[src/rtl/peripheral_mpi_noc_loopback.sv]
// Store-and-forward NoC loopback: buffers one packet, swaps DEST/SRC in the header, replays it.
// Optional packet counter enabled by PERIPHERAL_MPI_LOOPBACK_STATS_EN.
module peripheral_mpi_noc_loopback #(
    parameter int NOC_FLIT_WIDTH = 32,
    parameter int DEST_WIDTH     = 5,
    parameter int CLASS_WIDTH    = 3,
    parameter int BUFFER_DEPTH   = 16
) (
    input  logic                      clk,
    input  logic                      rst,
    input  logic [NOC_FLIT_WIDTH-1:0] in_flit,
    input  logic                      in_last,
    input  logic                      in_valid,
    output logic                      in_ready,
    output logic [NOC_FLIT_WIDTH-1:0] out_flit,
    output logic                      out_last,
    output logic                      out_valid,
    input  logic                      out_ready,
    output logic                      busy,
    output logic                      overflow,
    output logic [15:0]               pkt_count
);

    localparam int PTR_W   = $clog2(BUFFER_DEPTH);
    localparam int SRC_MSB = NOC_FLIT_WIDTH - DEST_WIDTH - CLASS_WIDTH - 1;
    localparam logic [PTR_W-1:0] LAST_SLOT = PTR_W'(BUFFER_DEPTH - 1);

    typedef enum logic [1:0] {
        IDLE,
        FILL,
        DISCARD,
        DRAIN
    } state_t;

    state_t                    state;
    state_t                    state_next;
    logic [PTR_W-1:0]          wr_ptr;
    logic [PTR_W-1:0]          rd_ptr;
    logic [NOC_FLIT_WIDTH-1:0] mem [BUFFER_DEPTH];
    logic [NOC_FLIT_WIDTH-1:0] hdr_swapped;
    logic                      rx_ok;
    logic                      in_xfer;
    logic                      out_xfer;
    logic                      trunc;

    always_comb begin
        hdr_swapped = in_flit;
        hdr_swapped[NOC_FLIT_WIDTH-1 -: DEST_WIDTH] = in_flit[SRC_MSB -: DEST_WIDTH];
        hdr_swapped[SRC_MSB -: DEST_WIDTH]          = in_flit[NOC_FLIT_WIDTH-1 -: DEST_WIDTH];
    end

    // Pointer wrap is intentional: a full buffer leaves wr_ptr at 0, so wr_ptr-1 still names the last slot.
    assign out_last = (rd_ptr == wr_ptr - PTR_W'(1));
    assign out_flit = mem[rd_ptr];
    assign rx_ok    = in_valid && !rst;
    assign in_xfer  = in_valid && in_ready;
    assign out_xfer = out_valid && out_ready;
    assign busy     = (state != IDLE);

    always_ff @(posedge clk) begin
        if (rst) begin
            state <= IDLE;
        end else begin
            state <= state_next;
        end
    end

    always_comb begin
        state_next = state;
        in_ready   = 1'b0;
        out_valid  = 1'b0;
        trunc      = 1'b0;
        case (state)
            IDLE: begin
                in_ready = !rst;
                if (rx_ok) begin
                    state_next = in_last ? DRAIN : FILL;
                end
            end
            FILL: begin
                in_ready = !rst;
                if (rx_ok) begin
                    if (in_last) begin
                        state_next = DRAIN;
                    end else if (wr_ptr == LAST_SLOT) begin
                        trunc      = 1'b1;
                        state_next = DISCARD;
                    end
                end
            end
            DISCARD: begin
                in_ready = !rst;
                if (rx_ok && in_last) begin
                    state_next = DRAIN;
                end
            end
            DRAIN: begin
                out_valid = 1'b1;
                if (out_ready && out_last) begin
                    state_next = IDLE;
                end
            end
            default: state_next = IDLE;
        endcase
    end

    always_ff @(posedge clk) begin
        if (in_xfer && state != DISCARD) begin
            mem[wr_ptr] <= (state == IDLE) ? hdr_swapped : in_flit;
        end
    end

    always_ff @(posedge clk) begin
        if (rst) begin
            wr_ptr   <= '0;
            rd_ptr   <= '0;
            overflow <= 1'b0;
        end else begin
            overflow <= trunc;
            if (in_xfer && state != DISCARD) begin
                wr_ptr <= wr_ptr + PTR_W'(1);
            end
            if (out_xfer) begin
                if (out_last) begin
                    rd_ptr <= '0;
                    wr_ptr <= '0;
                end else begin
                    rd_ptr <= rd_ptr + PTR_W'(1);
                end
            end
        end
    end

`ifdef PERIPHERAL_MPI_LOOPBACK_STATS_EN
    always_ff @(posedge clk) begin
        if (rst) begin
            pkt_count <= '0;
        end else if (out_xfer && out_last) begin
            pkt_count <= pkt_count + 16'd1;
        end
    end
`else
    assign pkt_count = '0;
`endif

endmodule

[config.mk]
export PLATFORM = sky130hd
export DESIGN_NAME = peripheral_mpi_noc_loopback
export DESIGN_NICKNAME = d
export VERILOG_FILES = /design/src/rtl/peripheral_mpi_noc_loopback.sv
export SDC_FILE = /design/constraint.sdc
export NUM_CORES = 1
export LEC_CHECK = 0
export CORE_UTILIZATION = 40
export CTS_CLUSTER_SIZE = 24
export DETAILED_ROUTE_END_ITERATION = 6
export PLACE_DENSITY = 0.55
export SLEW_MARGIN = 20
export SYNTH_ARGS = -nofsm -noshare
export SYNTH_HDL_FRONTEND = slang
export SYNTH_SLANG_ARGS = --single-unit
[constraint.sdc]
create_clock -name clk -period 4.7 [get_ports clk]
set_input_delay 0.705 -clock clk [delete_from_list [all_inputs] [get_ports clk]]
set_output_delay 0.705 -clock clk [all_outputs]
set_load 0.01 [all_outputs]
**Word level (Yosys, flattened, before mapping)**

Memories as Yosys holds them, arrays and structs flattened. A register that Yosys moved wholly into a read port is not among the register bits.
Index checks and enable logic that the tools add are counted.

- Eq/ne operators: 11
- Reduce and logical (&&, ||, !) cells: 12
- Bitwise logic cells: 2
- $add $sub $neg: 3
- Muxes and demuxes: 20

Operators by type and width:

| kind | number |
|---|---|
| 32-bit 2-to-1 mux | 1 |
| 4-bit 2-to-1 mux | 6 |
| 2-bit 2-to-1 mux | 7 |
| 2-bit inequality test (second input constant) | 5 |
| 4-bit by 1-bit adder with 4-bit output (second input constant) | 2 |
| 2-bit one-hot mux with 4 select lines | 1 |
| 1-bit logical AND | 6 |
| 1-bit 2-to-1 mux | 5 |
| 5-bit AND reduction | 1 |
| 2-bit equality test (second input constant) | 2 |
| 4-bit equality test | 1 |
| 4-bit equality test (second input constant) | 1 |
| 4-bit OR reduction | 1 |
| 4-bit by 1-bit subtractor with 4-bit output (second input constant) | 1 |
| 3-bit inequality test (second input constant) | 1 |
| 3-bit OR reduction | 1 |
| 2-bit by 1-bit equality test with 1-bit output (second input constant) | 1 |
| 2-bit logical NOT | 1 |
| 1-bit inverter | 2 |
| 2-bit nonzero test | 1 |
| 1-bit logical NOT | 1 |

- Bits of input ports: 37
- Memories kept: 1
- Word-level logic and storage cells: 53
- Memory bits (writable): 512
- Output and inout bits: 53
- Register bits after elaboration: 11

Memories:

| memory | words | width | read ports | clocked after memory_dff | write ports | line | RTL |
|---|---|---|---|---|---|---|---|
| mem | 16 | 32 | 1 | 1 | 1 | 39 | `logic [NOC_FLIT_WIDTH-1:0] mem [BUFFER_DEPTH];` |

**Depth between registers and ports, before layout**

- Word-level depth: 8
- Mapped depth: 7
- Gate-level depth less buffers: 7

**Worst setup path after synthesis**

Ideal clock, no wire load.

- Path type: input port to flip-flop
- From: input port rst
- To: memory mem[3][0] (enable)
- Path buffers: 0
- Path slack: 617 ps
- Data arrival time: 3621 ps
- Stages: 4
- Data required time: 4239 ps
- Setup time: 461 ps
- Cell sequence: nand2b_1 -> nor3_2 -> nand2_1 -> nor3_1

- Cells in the longest elaborated chain, start to end: 6

RTL lines:

| element | line | RTL |
|---|---|---|
| start: declaration | 10 | `input logic rst,` |
| 1-bit logical NOT | 75, 81, 92 |  |
| 1-bit 2-to-1 mux | n/a |  |
| 1-bit logical AND | 56 | `assign in_xfer = in_valid && in_ready;` |
| 1-bit logical AND | 108 | `if (in_xfer && state != DISCARD) begin` |
| 1-bit 2-to-1 mux | 108 |  |
| 1-bit 2-to-1 mux | 109 | `mem[wr_ptr] <= (state == IDLE) ? hdr_swapped : in_flit;` |
| end: declaration | 39 |  |

Every way passes these cells.

==> impl_metrics.json <==
{
  "io_buffer_count": 73,
  "drt_iter0_markers": 760,
  "io_pins": 90,
  "synth_top_area_share_pct": 75.0,
  "n_fill_cell": 4079,
  "drtAntennaViolNets": 0,
  "diodes": 0,
  "synth_area_leader_cell": "edfxtp_1",
  "finalMaxSlewViolations": 0,
  "std_cell_rows": 82,
  "dieArea_mm2": 0.0521,
  "fin_ws_ps": 581,
  "avgSynthCellArea_um2": 24.2,
  "design_area_mm2": 0.0239,
  "dp_slack_ps": 968,
  "area_growth_syn_to_layout_pct": 16.4,
  "hp-class": "flip-flop to flip-flop",
  "overflow": 0,
  "num_vias": 9137,
  "cts_buffers": 54,
  "dr.pass1.iters": 5,
  "viasPerCell": 5.44,
  "max_cap_violations": 0,
  "final_layout_size_suffix_gt1_share_pct": 25.7,
  "setup_viol": 0,
  "crit_required_ps": 3990,
  "p_per_area_mw_per_mm2": 438,
  "grt.total_usage_pct": 17.0,
  "ctsHoldBuffers": 0,
  "drcViolationCount": 0,
  "fin_crit_sh_pct": 87.6,
  "place_area_mm2": 0.0222,
  "antenna_found_initial": 1,
  "wl_per_cell_um": 26.0,
  "cts_tree": "built",
  "finalHoldWorstSlack_ps": 576,
  "fmax_ghz": 0.243,
  "rsz0062_at_grt": "false",
  "clock-sinks": 527,
  "final_util_pct": 47.3,
  "initial_core_util_pct": 40.7,
  "core-area_mm2": 0.0504,
  "cp.arrival_ps": 3410,
  "start_kind": "flip-flop",
  "cts.repair.resized": 0,
  "vdd_drop_max_mv": 0.317,
  "hold_viol": 0,
  "die_y_um": 228,
  "multiInputGateArea_mm2": 0.00457,
  "synthCells": 847,
  "period_needed_ps": 4120,
  "fin_cells": 1681,
  "endpoint_kind": "output port",
  "p_leak_nw": 7.26,
  "skew_ps": 14.1,
  "crit_type": "flip-flop to output port",
  "grt_pass1_wl_um": 64200,
  "cp_max_fo": 31,
  "power_mw": 10.4,
  "grt_pass1_vias": 9421,
  "die_w_um": 228,
  "cts_htree_levels": 2,
  "root_buffer": "clkbuf_16",
  "wl_um": 43600,
  "seq_area_mm2": 0.0157,
  "synth_cell_types": 36,
  "clk_pin_slew_worst_paths_ps": 60,
  "netlist_area_mm2": 0.0205,
  "nets": 1012,
  "ys_seq_area_share_pct": 76.5,
  "status": "finished, final reports clean",
  "relSlewSlack_pct": 49.1,
  "cts_setup_buffers": 0,
  "timing.setup.tns_ps": 0,
  "grt_max_degree": 58,
  "gp_congestion": 0.708,
  "yosysWarningCount": 0,
  "cts_buffer_depth": 3,
  "dp_cells": 1581,
  "ys_seq_elements": 527,
  "dp_hpwl_um": 25200,
  "synthTopCellsByArea": "edfxtp_1 (75%), mux4_2 (14%), mux4_1 (4.1%)",
  "worst_slew_pin_slew_ps": 764,
  "clk_latency_ps": 610
}
==> cells by family (layout without fill, tap and decap cells) <==
| family | Yosys count | count (layout) | synth area share [%] |
|---|---|---|---|
| adders and majority gates | 10 | 10 | 0.610 |
| other | 1 | 16 | 0.0183 |
| xor gates and xnor gates | 8 | 8 | 0.409 |
| DFF | 527 | 527 | 76.5 |
| and+or+nand+nor | 52 | 52 | 1.20 |
| muxes | 172 | 172 | 18.8 |
| AOI/OAI and AO/OA | 14 | 14 | 0.446 |
| buffers and inverters | 63 | 210 | 2.01 |
==> synthesized netlist by cell type (all sizes together) <==
cell / instances
inv: 8
a311oi: 2
a2bb2oi: 1
xor2: 4
nor2: 18
o31ai: 1
and3: 1
conb: 1
nand4: 1
dfxtp: 15
nor4: 2
nand2b: 3
nor3: 12
o21ai: 5
or3: 1
ha: 10
or2: 1
a21oi: 4
mux2i: 1
and2: 1
nand2: 7
clkbuf: 14
mux2: 11
xnor2: 3
edfxtp: 512
xnor3: 1
buf: 41
nand3: 5
mux4: 160
a211oi: 1
==> metal layers <==
| metal | wire length (µm) | track usage (%) | vias to the layer above |
|---|---|---|---|
| li1 | - | - | 3863 |
| met2 | 20700 | 26.4 | 251 |
| met4 | 814 | 4.07 | 0 |
| met3 | 2080 | 3.28 | 66 |
| met1 | 20000 | 24.9 | 4957 |
| met5 | 0 | 0 | - |
==> cells in the final DEF (no fill, tap or decap), types with 2 or more instances in the layout <==
| cell type | instances |
|---|---|
| edfxtp_1 | 512 |
| mux4_2 | 128 |
| clkdlybuf4s50_1 | 73 |
| clkbuf_16 | 54 |
| mux4_1 | 32 |
| buf_4 | 21 |
| clkinv_1 | 19 |
| conb_1 | 16 |
| clkbuf_1 | 13 |
| nor2_4 | 12 |
| mux2_2 | 11 |
| dfxtp_1 | 11 |
| ha_1 | 10 |
| inv_1 | 8 |
| buf_12 | 8 |
| nand2_1 | 7 |
| nor3_1 | 7 |
| nor2_1 | 6 |
| nor3_2 | 5 |
| nand3_1 | 5 |
| o21ai_0 | 5 |
| clkinv_2 | 5 |
| xor2_1 | 4 |
| a21oi_1 | 4 |
| nand2b_1 | 3 |
| xnor2_1 | 3 |
| dfxtp_4 | 3 |
| bufinv_16 | 3 |
| a311oi_1 | 2 |
| nor4_1 | 2 |
| inv_16 | 2 |
| clkinv_4 | 2 |
==> power by group <==
part | total [mW] | internal [mW] | switching (mW)
registers | 5.43 | 5.39 | 0.0365
logic | 0.945 | 0.399 | 0.546
clock network | 4.07 | 2.29 | 1.78
==> sequential cells by signal, summed over array words and instances, names as in the netlist, named ones only <==
signal    cells
rd_ptr        4
state         2
overflow      1
mem         512
wr_ptr        4
==> worst max-delay path, stage by stage (launching register included) <==
cell             delay [ps]
dfxtp_4                 580
buf_12                  310
buf_4                   330
mux4_2                  550
mux4_2                  490
clkdlybuf4s50_1         500
==> worst paths after layout <==
check	start	end	slack (ps)	cells after the start
worst max-delay path	flip-flop	out_flit[16]	580	5
worst min-delay path	rd_ptr[2]	flip-flop	580	2
worst max register to register	state[0]	mem[13][30]	1890	6
worst min register to register	rd_ptr[2]	flip-flop	580	2
==> layout make-up <==
type | count | share of cell area, %
multi-input cells | 272 | 19.2
inverters | 8 | 0.126
flip-flops and latches | 527 | 65.8
clock inverters | 33 | 1.14
repair buffers | 102 | 4.40
well taps | 672 | 3.52
clock buffers | 67 | 5.87
Power figures use the tool's default switching activity.
